<file path="src/rtl/mdu_iter.sv">
// Iterative radix-2 multiply/divide unit with HI/LO result registers.
// Multiplies by shift-add and divides by restoring division, one bit per
// cycle. Signed operations run on magnitudes, and the signs are applied
// when the result is written to HI/LO.
module mdu_iter #(
    parameter int WIDTH = 32
) (
    input  logic             clk,
    input  logic             rst,
    input  logic             start,
    input  logic [2:0]       MDop,
    input  logic [WIDTH-1:0] A,
    input  logic [WIDTH-1:0] B,
    output logic             busy,
    output logic             done,
    output logic [WIDTH-1:0] HI,
    output logic [WIDTH-1:0] LO
);
    localparam int            CW   = $clog2(WIDTH) + 1;
    localparam logic [CW-1:0] LAST = CW'(WIDTH - 1);

    typedef enum logic {IDLE, RUN} state_t;

    // Two's-complement negate when n is set (WIDTH bits)
    function automatic logic [WIDTH-1:0] cneg_w(input logic [WIDTH-1:0] v, input logic n);
        return n ? (~v + {{(WIDTH-1){1'b0}}, 1'b1}) : v;
    endfunction

    // Two's-complement negate when n is set (2*WIDTH bits)
    function automatic logic [2*WIDTH-1:0] cneg_2w(input logic [2*WIDTH-1:0] v, input logic n);
        return n ? (~v + {{(2*WIDTH-1){1'b0}}, 1'b1}) : v;
    endfunction

    state_t               state_q, state_d;
    logic [CW-1:0]        cnt_q, cnt_d;
    logic [WIDTH-1:0]     hi_q, hi_d, lo_q, lo_d;
    logic                 done_q, done_d;
    logic                 div_q, div_d, neg_p_q, neg_p_d, neg_r_q, neg_r_d, dz_q, dz_d;
    logic [WIDTH-1:0]     opnd_q, opnd_d;
    logic [2*WIDTH-1:0]   acc_q, acc_d;

    logic signed [WIDTH-1:0] a_s, b_s;
    logic                 sgn, is_div, a_neg, b_neg;
    logic [WIDTH-1:0]     a_mag, b_mag;
    logic [WIDTH:0]       mul_sum, div_shift, div_trial;
    logic [2*WIDTH-1:0]   acc_step, prod;
    logic [WIDTH-1:0]     res_hi, res_lo;

    assign busy = (state_q == RUN);
    assign done = done_q;
    assign HI   = hi_q;
    assign LO   = lo_q;

    // Operand conditioning at issue: signed views, sign flags, magnitudes
    always_comb begin
        a_s    = A;
        b_s    = B;
        sgn    = MDop[0];
        is_div = MDop[1];
        a_neg  = sgn & a_s[WIDTH-1];
        b_neg  = sgn & b_s[WIDTH-1];
        a_mag  = cneg_w(A, a_neg);
        b_mag  = cneg_w(B, b_neg);
    end

    // One radix-2 step plus sign-corrected final result from that step.
    // acc holds {upper, lower} product for multiply, {remainder, quotient/dividend} for divide.
    always_comb begin
        mul_sum   = {1'b0, acc_q[2*WIDTH-1:WIDTH]} + (acc_q[0] ? {1'b0, opnd_q} : '0);
        div_shift = acc_q[2*WIDTH-1:WIDTH-1];
        div_trial = div_shift - {1'b0, opnd_q};
        if (div_q) begin
            if (!div_trial[WIDTH]) acc_step = {div_trial[WIDTH-1:0], acc_q[WIDTH-2:0], 1'b1};
            else                   acc_step = {div_shift[WIDTH-1:0], acc_q[WIDTH-2:0], 1'b0};
        end else begin
            acc_step = {mul_sum, acc_q[WIDTH-1:1]};
        end
        prod = cneg_2w(acc_step, neg_p_q);
        if (div_q) begin
            // With a zero divisor every trial succeeds and the dividend magnitude
            // shifts fully into the remainder, so only the quotient needs forcing.
            res_lo = dz_q ? '1 : cneg_w(acc_step[WIDTH-1:0], neg_p_q);
            res_hi = cneg_w(acc_step[2*WIDTH-1:WIDTH], neg_r_q);
        end else begin
            res_hi = prod[2*WIDTH-1:WIDTH];
            res_lo = prod[WIDTH-1:0];
        end
    end

    // Next-state: issue decode in IDLE, iteration and result write in RUN
    always_comb begin
        state_d = state_q;
        cnt_d   = cnt_q;
        hi_d    = hi_q;
        lo_d    = lo_q;
        done_d  = 1'b0;
        div_d   = div_q;
        neg_p_d = neg_p_q;
        neg_r_d = neg_r_q;
        dz_d    = dz_q;
        opnd_d  = opnd_q;
        acc_d   = acc_q;
        case (state_q)
            IDLE: begin
                if (start) begin
                    case (MDop)
                        3'b000, 3'b001, 3'b010, 3'b011: begin
                            state_d = RUN;
                            cnt_d   = '0;
                            div_d   = is_div;
                            neg_p_d = a_neg ^ b_neg;
                            neg_r_d = a_neg;
                            dz_d    = is_div & (B == '0);
                            opnd_d  = is_div ? b_mag : a_mag;
                            acc_d   = {{WIDTH{1'b0}}, (is_div ? a_mag : b_mag)};
                        end
                        3'b100:  hi_d = A;
                        3'b101:  lo_d = A;
                        default: ;
                    endcase
                end
            end
            RUN: begin
                acc_d = acc_step;
                cnt_d = cnt_q + CW'(1);
                if (cnt_q == LAST) begin
                    state_d = IDLE;
                    hi_d    = res_hi;
                    lo_d    = res_lo;
                    done_d  = 1'b1;
                end
            end
            default: state_d = IDLE;
        endcase
    end

    // Control and architectural registers, cleared by reset
    always_ff @(posedge clk) begin
        if (rst) begin
            state_q <= IDLE;
            cnt_q   <= '0;
            hi_q    <= '0;
            lo_q    <= '0;
            done_q  <= 1'b0;
        end else begin
            state_q <= state_d;
            cnt_q   <= cnt_d;
            hi_q    <= hi_d;
            lo_q    <= lo_d;
            done_q  <= done_d;
        end
    end

    // Datapath working registers, always reloaded at issue so no reset needed
    always_ff @(posedge clk) begin
        div_q   <= div_d;
        neg_p_q <= neg_p_d;
        neg_r_q <= neg_r_d;
        dz_q    <= dz_d;
        opnd_q  <= opnd_d;
        acc_q   <= acc_d;
    end
endmodule

</file>
<file path="config.mk">
export PLATFORM = sky130hd
export DESIGN_NAME = mdu_iter
export DESIGN_NICKNAME = d
export VERILOG_FILES = /design/src/rtl/mdu_iter.sv
export SDC_FILE = /design/constraint.sdc
export NUM_CORES = 1
export LEC_CHECK = 0
export CAP_MARGIN = 10
export CELL_PAD_IN_SITES_DETAIL_PLACEMENT = 0
export CELL_PAD_IN_SITES_GLOBAL_PLACEMENT = 1
export CORE_AREA = 3 3 191 193
export DETAILED_ROUTE_END_ITERATION = 10
export DIE_AREA = 0 0 194 196
export PLACE_DENSITY_LB_ADDON = 0.1
export SKIP_CTS_REPAIR_TIMING = 1
export SLEW_MARGIN = 20
export SYNTH_ARGS = -nofsm -noshare
export SYNTH_HDL_FRONTEND = slang
export SYNTH_SLANG_ARGS = --single-unit
</file>
<file path="constraint.sdc">
create_clock -name clk -period 5.99 [get_ports clk]
set_clock_uncertainty 0.05 [all_clocks]
set_input_delay 0.599 -clock clk [delete_from_list [all_inputs] [get_ports clk]]
set_output_delay 0.599 -clock clk [all_outputs]
set_load 0.05 [all_outputs]
</file>
### Word level (Yosys, flattened, before mapping)

Index checks and enable logic that the tools add are counted.

* add/subtract/negate cells: 8
* eq/ne operators: 11
* mux-type cells: 32
* bitwise logic cells: 10
* reductions and logical operators: 8

Operator list (number)
* $mux 32: 16
* $mux 64: 5
* $add 32x1->32 const B: 4
* $not 32->32: 4
* $pmux 32 s2: 2
* $pmux 64 s2: 1
* $add 64x1->64 const B: 1
* $not 64->64: 1
* $add 32x32->33: 1
* $sub 33x32->33: 1
* $logic_not 32->1: 1
* $mux 6: 2
* $pmux 6 s2: 1
* $reduce_and 3->1: 3
* $ne 2x1->1 const B: 4
* $add 6x1->6 const B: 1
* $eq 3x2->1 const B: 2
* $eq 3x3->1 const B: 2
* $eq 6x5->1 const B: 1
* $mux 1: 4
* $reduce_or 4->1: 1
* $and 1x1->1: 3
* $eq 3x1->1 const B: 1
* $logic_not 3->1: 1
* other kinds (6): 6

* flip-flop bits (word level): 172
* bits of input ports: 70
* output and inout port bits: 66
* logic and storage cells: 80

### Logic depth before layout (Yosys ltp)

* depth after elaboration: 10
* mapped depth: 21
* mapped depth without buffers: 21

### Worst setup path after synthesis

OpenSTA, ideal clock, no wires.

* path kind: register to register
* start: register acc_q[52]
* end: register hi_q[26] (netlist: HI[26])
* library setup time: 129 ps
* arrival: 4500 ps
* data required time: 5811 ps
* setup slack: 1311 ps
* stages on the path, launching flop included: 21
* path buffers: 1
* period minus slack after synthesis: 4679 ps
* cell sequence: edfxtp_1 > ha_1 > buf_6 > a21oi_2 > o21ai_2 > a22o_2 > or3_1 > o2111ai_2 > a21boi_4 > ha_1 > and3_1 > nand3_1 > or3_1 > or2_2 > nand2_1 > nand2_1 > or4_1 > o31ai_1 > xor2_1 > a221oi_1 > nor2_1

* word-level cells in the longest chain between the ends: 9
* elaborated cells on any way between the ends: 13
* those cells by class: add/sub: 4; mux: 7; bitwise: 2

Ends and longest elaborated chain
* start: declaration: line 40 `logic [2*WIDTH-1:0] acc_q, acc_d;`
* start signal: assignment: line 161 `acc_q <= acc_d;`
* $sub 33x32->33: line 71 `div_trial = div_shift - {1'b0, opnd_q};`
* $mux 64: line 73 `if (!div_trial[WIDTH]) acc_step = {div_trial[WIDTH-1:0], acc_q[WIDTH-2:0], 1'b1};`
* $mux 64 *: line 72 `if (div_q) begin`
* $not 64->64 or $not 32->32 (tied branches): line 31, 26
* $add 64x1->64 or $add 32x1->32 (tied branches): line 31, 26
* $mux 64 or $mux 32 (tied branches): line 31, 26
* $mux 32 *: line 79 `if (div_q) begin`
* $mux 32 *: line 126 `if (cnt_q == LAST) begin`
* $pmux 32 s2 *: line 103 `case (state_q)`
* end signal: assignment: line 148 `hi_q <= hi_d;`
* end: declaration: line 36 `logic [WIDTH-1:0] hi_q, hi_d, lo_q, lo_d;`

Every way passes the cells marked *; elsewhere a longest branch is shown, timed or not. The select of a mux whose other input is x is not followed.
A chain may end at the register's enable or synchronous reset.

### Final worst setup path

* start: register acc_q[54]
* end: register hi_q[26] (netlist: HI[26])

Same word-level chain as after synthesis.

==> impl_summary.log <==
[metrics] status: finished, final reports clean
[metrics] crit path kind: reg2reg
[metrics] sequential element share of the synthesized area: 0.282
[metrics] standard-cell row count: 68
[metrics] CTS tree: built
[metrics] Final min period: 5.72 ns
[metrics] fillers: 3,385
[metrics] Syn Nets: 2,063
[metrics] setup repair after global routing missed its margin: false
[metrics] average wire per standard cell: 25.0 um
[metrics] CP Data Required Time: 6.29 ns
[metrics] design area: 0.0181 mm2
[metrics] kind of end point of the critical path: flip-flop
[metrics] global route total overflow: 0
[metrics] Syn-to-layout area delta: 15.0%
[metrics] #FFs+latches synth: 172
[metrics] Cells after Synth: 1,922
[metrics] Setup Total Neg Slack: 0 ns
[metrics] total count of hold-check failures in the final report: 0
[metrics] combined area of all synthesized cells: 0.0157 mm2
[metrics] combined area of the multi-input logic cells: 0.0106 mm2
[metrics] type of the most critical hold path: reg2reg
[metrics] minimum hold slack: 0.404 ns
[metrics] share of total power in combinational logic: 0.396
[metrics] Vias: 15,500
[metrics] final-report setup violation count: 0
[metrics] RD Place Congestion: 0.948
[metrics] instance area at placement: 0.0175 mm2
[metrics] final count of pins violating max slew: 0
[metrics] Yosys warning count: 0
[metrics] sequential cell area: 0.00445 mm2
[metrics] H-Tree Level Count: 4
[metrics] worst max-slew margin expressed relative to the limit: 0.353
[metrics] via count of the first global-routing pass: 14,900
[metrics] share of total power consumed by net switching: 0.405
[metrics] net total in the final layout: 2,150
[metrics] first-pass iteration count of the detailed router: 6
[metrics] HPWL after DPL: 48,700 um
[metrics] unique cell type count in the Yosys netlist: 101
[metrics] antenna violations before repair: 4
[metrics] maximum capacitance violations: 0
[metrics] Chip Width: 194 um
[metrics] root buffer cell: sky130_fd_sc_hd__clkbuf_16
[metrics] critical path's top delay family: simple AND/OR/NAND/NOR gates
[metrics] Tot GR Track Use: 0.317
[metrics] smallest setup slack after layout: 0.269 ns
[metrics] largest net degree at the start of global routing: 66
[metrics] series of cell instances along the critical path: ha_1 > nand4_1 > nor4_1 > a22o_2 > o21ai_1 > o2111ai_2 > a21boi_4 > ha_1 > and3_1 > nand3_1 > or3_1 > or2_2 > nand2_1 > nand2_1 > or4_1 > o31ai_1 > xor2_1 > a221oi_1 > nor2_1
[metrics] number of I/O pins: 136
[metrics] slowest CP cell: sky130_fd_sc_hd__nor4_1
[metrics] clock transition at the registers of the reported paths: 0.08 ns
[metrics] routed via count divided by cell count: 6.26
[metrics] mean instance size in the synthesized netlist: 8.19 um2
[metrics] total of buffers placed on input and output ports: 135
[metrics] Total Wirelength: 62,000 um
[metrics] Net Sw Power: 0.00173 W
[metrics] CP Data Arrival Time: 6.02 ns
[metrics] maximum ir drop on the vdd rail: 228 uV
[metrics] post-route DRC violation count: 0
[metrics] proportion of layout cells with a drive suffix above 1: 0.0781
[metrics] DIE AREA: 0.0380 mm2
[metrics] slowest stage delay, CP: 0.69 ns
[metrics] number of nets with antenna violations after detailed routing: 0
[metrics] power density over cell area: 236 mW/mm2
[metrics] final cycle utilization of the critical path: 0.955
[metrics] Buffers & Inverters on Critical Path: 0
[metrics] Tightest Pin Transition: 0.970 ns
[metrics] largest fanout on the critical path: 9
[metrics] later-pin clock latency in the skew report: 0.46 ns
[metrics] Async S/R FF share, synth: 0
[metrics] clock group share of total power: 0.270
[metrics] wire length of the first global-routing pass: 92,700 um
[metrics] leakage: 6.91 nW
[metrics] Iter 0 DRT Violations: 1,366
[metrics] clock buffer depth: 2
[metrics] placeable core region: 0.0347 mm2
[metrics] floorplan die height: 196 um
[metrics] clock sinks: 172
[metrics] count of flip-flops with a built-in enable after synthesis: 100
[metrics] Post-synth top flop: sky130_fd_sc_hd__edfxtp_1
[metrics] Sequential Power Share: 0.333
[metrics] cts bufs inserted: 17
[metrics] maximum frequency from static timing analysis: 175 MHz
[metrics] Critical Path Start Type: flip-flop
[metrics] effective utilization at floorplan: 0.453
[metrics] Placed Cells: 2,445
[metrics] Int Power: 0.00254 W
[metrics] minimum setup slack after placement: 0.418 ns
[metrics] final cell count without fillers: 2,478
[final timing paths]
path / start / endpoint / slack [ns] / cells after the start
setup / recovery: acc_q[54]$_SDFFCE_PN0P_ / HI[26]$_SDFFE_PP0P_ / 0.27 / 19
hold / removal: HI[0]$_SDFFE_PP0P_ / HI[0]$_SDFFE_PP0P_ / 0.40 / 2
setup reg to reg: acc_q[54]$_SDFFCE_PN0P_ / HI[26]$_SDFFE_PP0P_ / 0.27 / 19
hold reg to reg: HI[0]$_SDFFE_PP0P_ / HI[0]$_SDFFE_PP0P_ / 0.40 / 2
[worst min-delay path, delay by kind of cell, from the launching register on]
kind,cells,cell delay [ns]
AOI/OAI and AO/OA,1,0.05
and+or+nand+nor,1,0.05
DFF,1,0.31
[synthesized netlist by cell type, types with 21 or more instances]
cell,n,area share
sky130_fd_sc_hd__nand2_1,171,0.041
sky130_fd_sc_hd__inv_1,72,0.017
sky130_fd_sc_hd__nand3_1,26,0.0083
sky130_fd_sc_hd__xnor2_1,81,0.045
sky130_fd_sc_hd__o21ai_0,149,0.047
sky130_fd_sc_hd__dfxtp_1,72,0.092
sky130_fd_sc_hd__mux2i_1,101,0.064
sky130_fd_sc_hd__ha_1,69,0.055
sky130_fd_sc_hd__edfxtp_1,100,0.19
sky130_fd_sc_hd__a21oi_1,158,0.050
sky130_fd_sc_hd__nor3_1,48,0.015
sky130_fd_sc_hd__a21o_1,23,0.011
sky130_fd_sc_hd__o211ai_1,22,0.010
sky130_fd_sc_hd__and2_1,66,0.026
sky130_fd_sc_hd__and3_1,22,0.0087
sky130_fd_sc_hd__clkbuf_1,59,0.014
sky130_fd_sc_hd__xor2_1,75,0.042
sky130_fd_sc_hd__buf_2,21,0.0067
sky130_fd_sc_hd__a31oi_1,42,0.017
sky130_fd_sc_hd__nor2_1,165,0.039
[logic make-up (layout without fill, tap and decap cells)]
logic type,after synthesis,after routing,share of synthesized area
buf+inv,179,279,0.0473
mux,121,121,0.0786
fa+ha+maj,71,71,0.0574
xor+xnor,156,156,0.0868
flops,172,172,0.282
compound gates,589,589,0.248
simple gates,634,634,0.200
other cells,0,1,0
[per-layer routing]
metal	global-route usage	wire, um	up-vias
met1	0.408	25700	7430
met3	0.0361	4110	139
li1	-	-	7265
met4	0.163	3380	2
met5	0	13	-
met2	0.527	28800	672
[power by group through the flow]
stage / Combinational [W] / Clock (W) / Sequential (W)
3_3_place_gp: 0.00165 / 0 / 0.00145
5_1_grt: 0.00181 / 0.00120 / 0.00143
4_1_cts: 0.00166 / 0.00116 / 0.00142
3_5_place_dp: 0.00165 / 0 / 0.00145
2_1_floorplan: 0.00106 / 0 / 0.00147
6_report: 0.00169 / 0.00115 / 0.00142
[cell type report]
class                   instances  area share
diodes                          1    0.000138
clock buffers                  20      0.0259
clock inverters                12     0.00657
inverters                      73      0.0151
multi-input cells            1571       0.584
flip-flops and latches        172       0.246
well taps                     455      0.0315
repair buffers                174      0.0914
[state kept, by name, summed over array words and instances (netlist names)]
register	cells
neg_p_q	1
neg_r_q	1
opnd_q	32
LO	32
busy	1
done	1
dz_q	1
div_q	1
cnt_q	6
acc_q	64
HI	32
[through the flow]
stage	total power [W]	util
6_report	0.00427	0.521
5_1_grt	0.00445	0.521
4_1_cts	0.00424	0.521
3_5_place_dp	0.00310	0.504
3_3_place_gp	0.00310	0.504
2_1_floorplan	0.00253	-
[layout by cell type, fill, tap and decap left out, drive strengths merged, types with 10 or more instances in the layout]
master,count
a211oi,25
a21o,23
a21oi,163
a221oi,14
a31oi,42
and2,67
and3,22
buf,40
clkbuf,20
clkdlybuf4s50,134
dfxtp,72
edfxtp,100
ha,69
inv,81
mux2,20
mux2i,101
nand2,172
nand2b,15
nand3,27
nand4,17
nor2,167
nor2b,15
nor3,51
nor4,18
o211ai,23
o21a,21
o21ai,158
o31ai,21
o41ai,10
or2,13
or3,13
xnor2,81
xor2,75
Note: power is estimated with default switching activity, not from simulation.
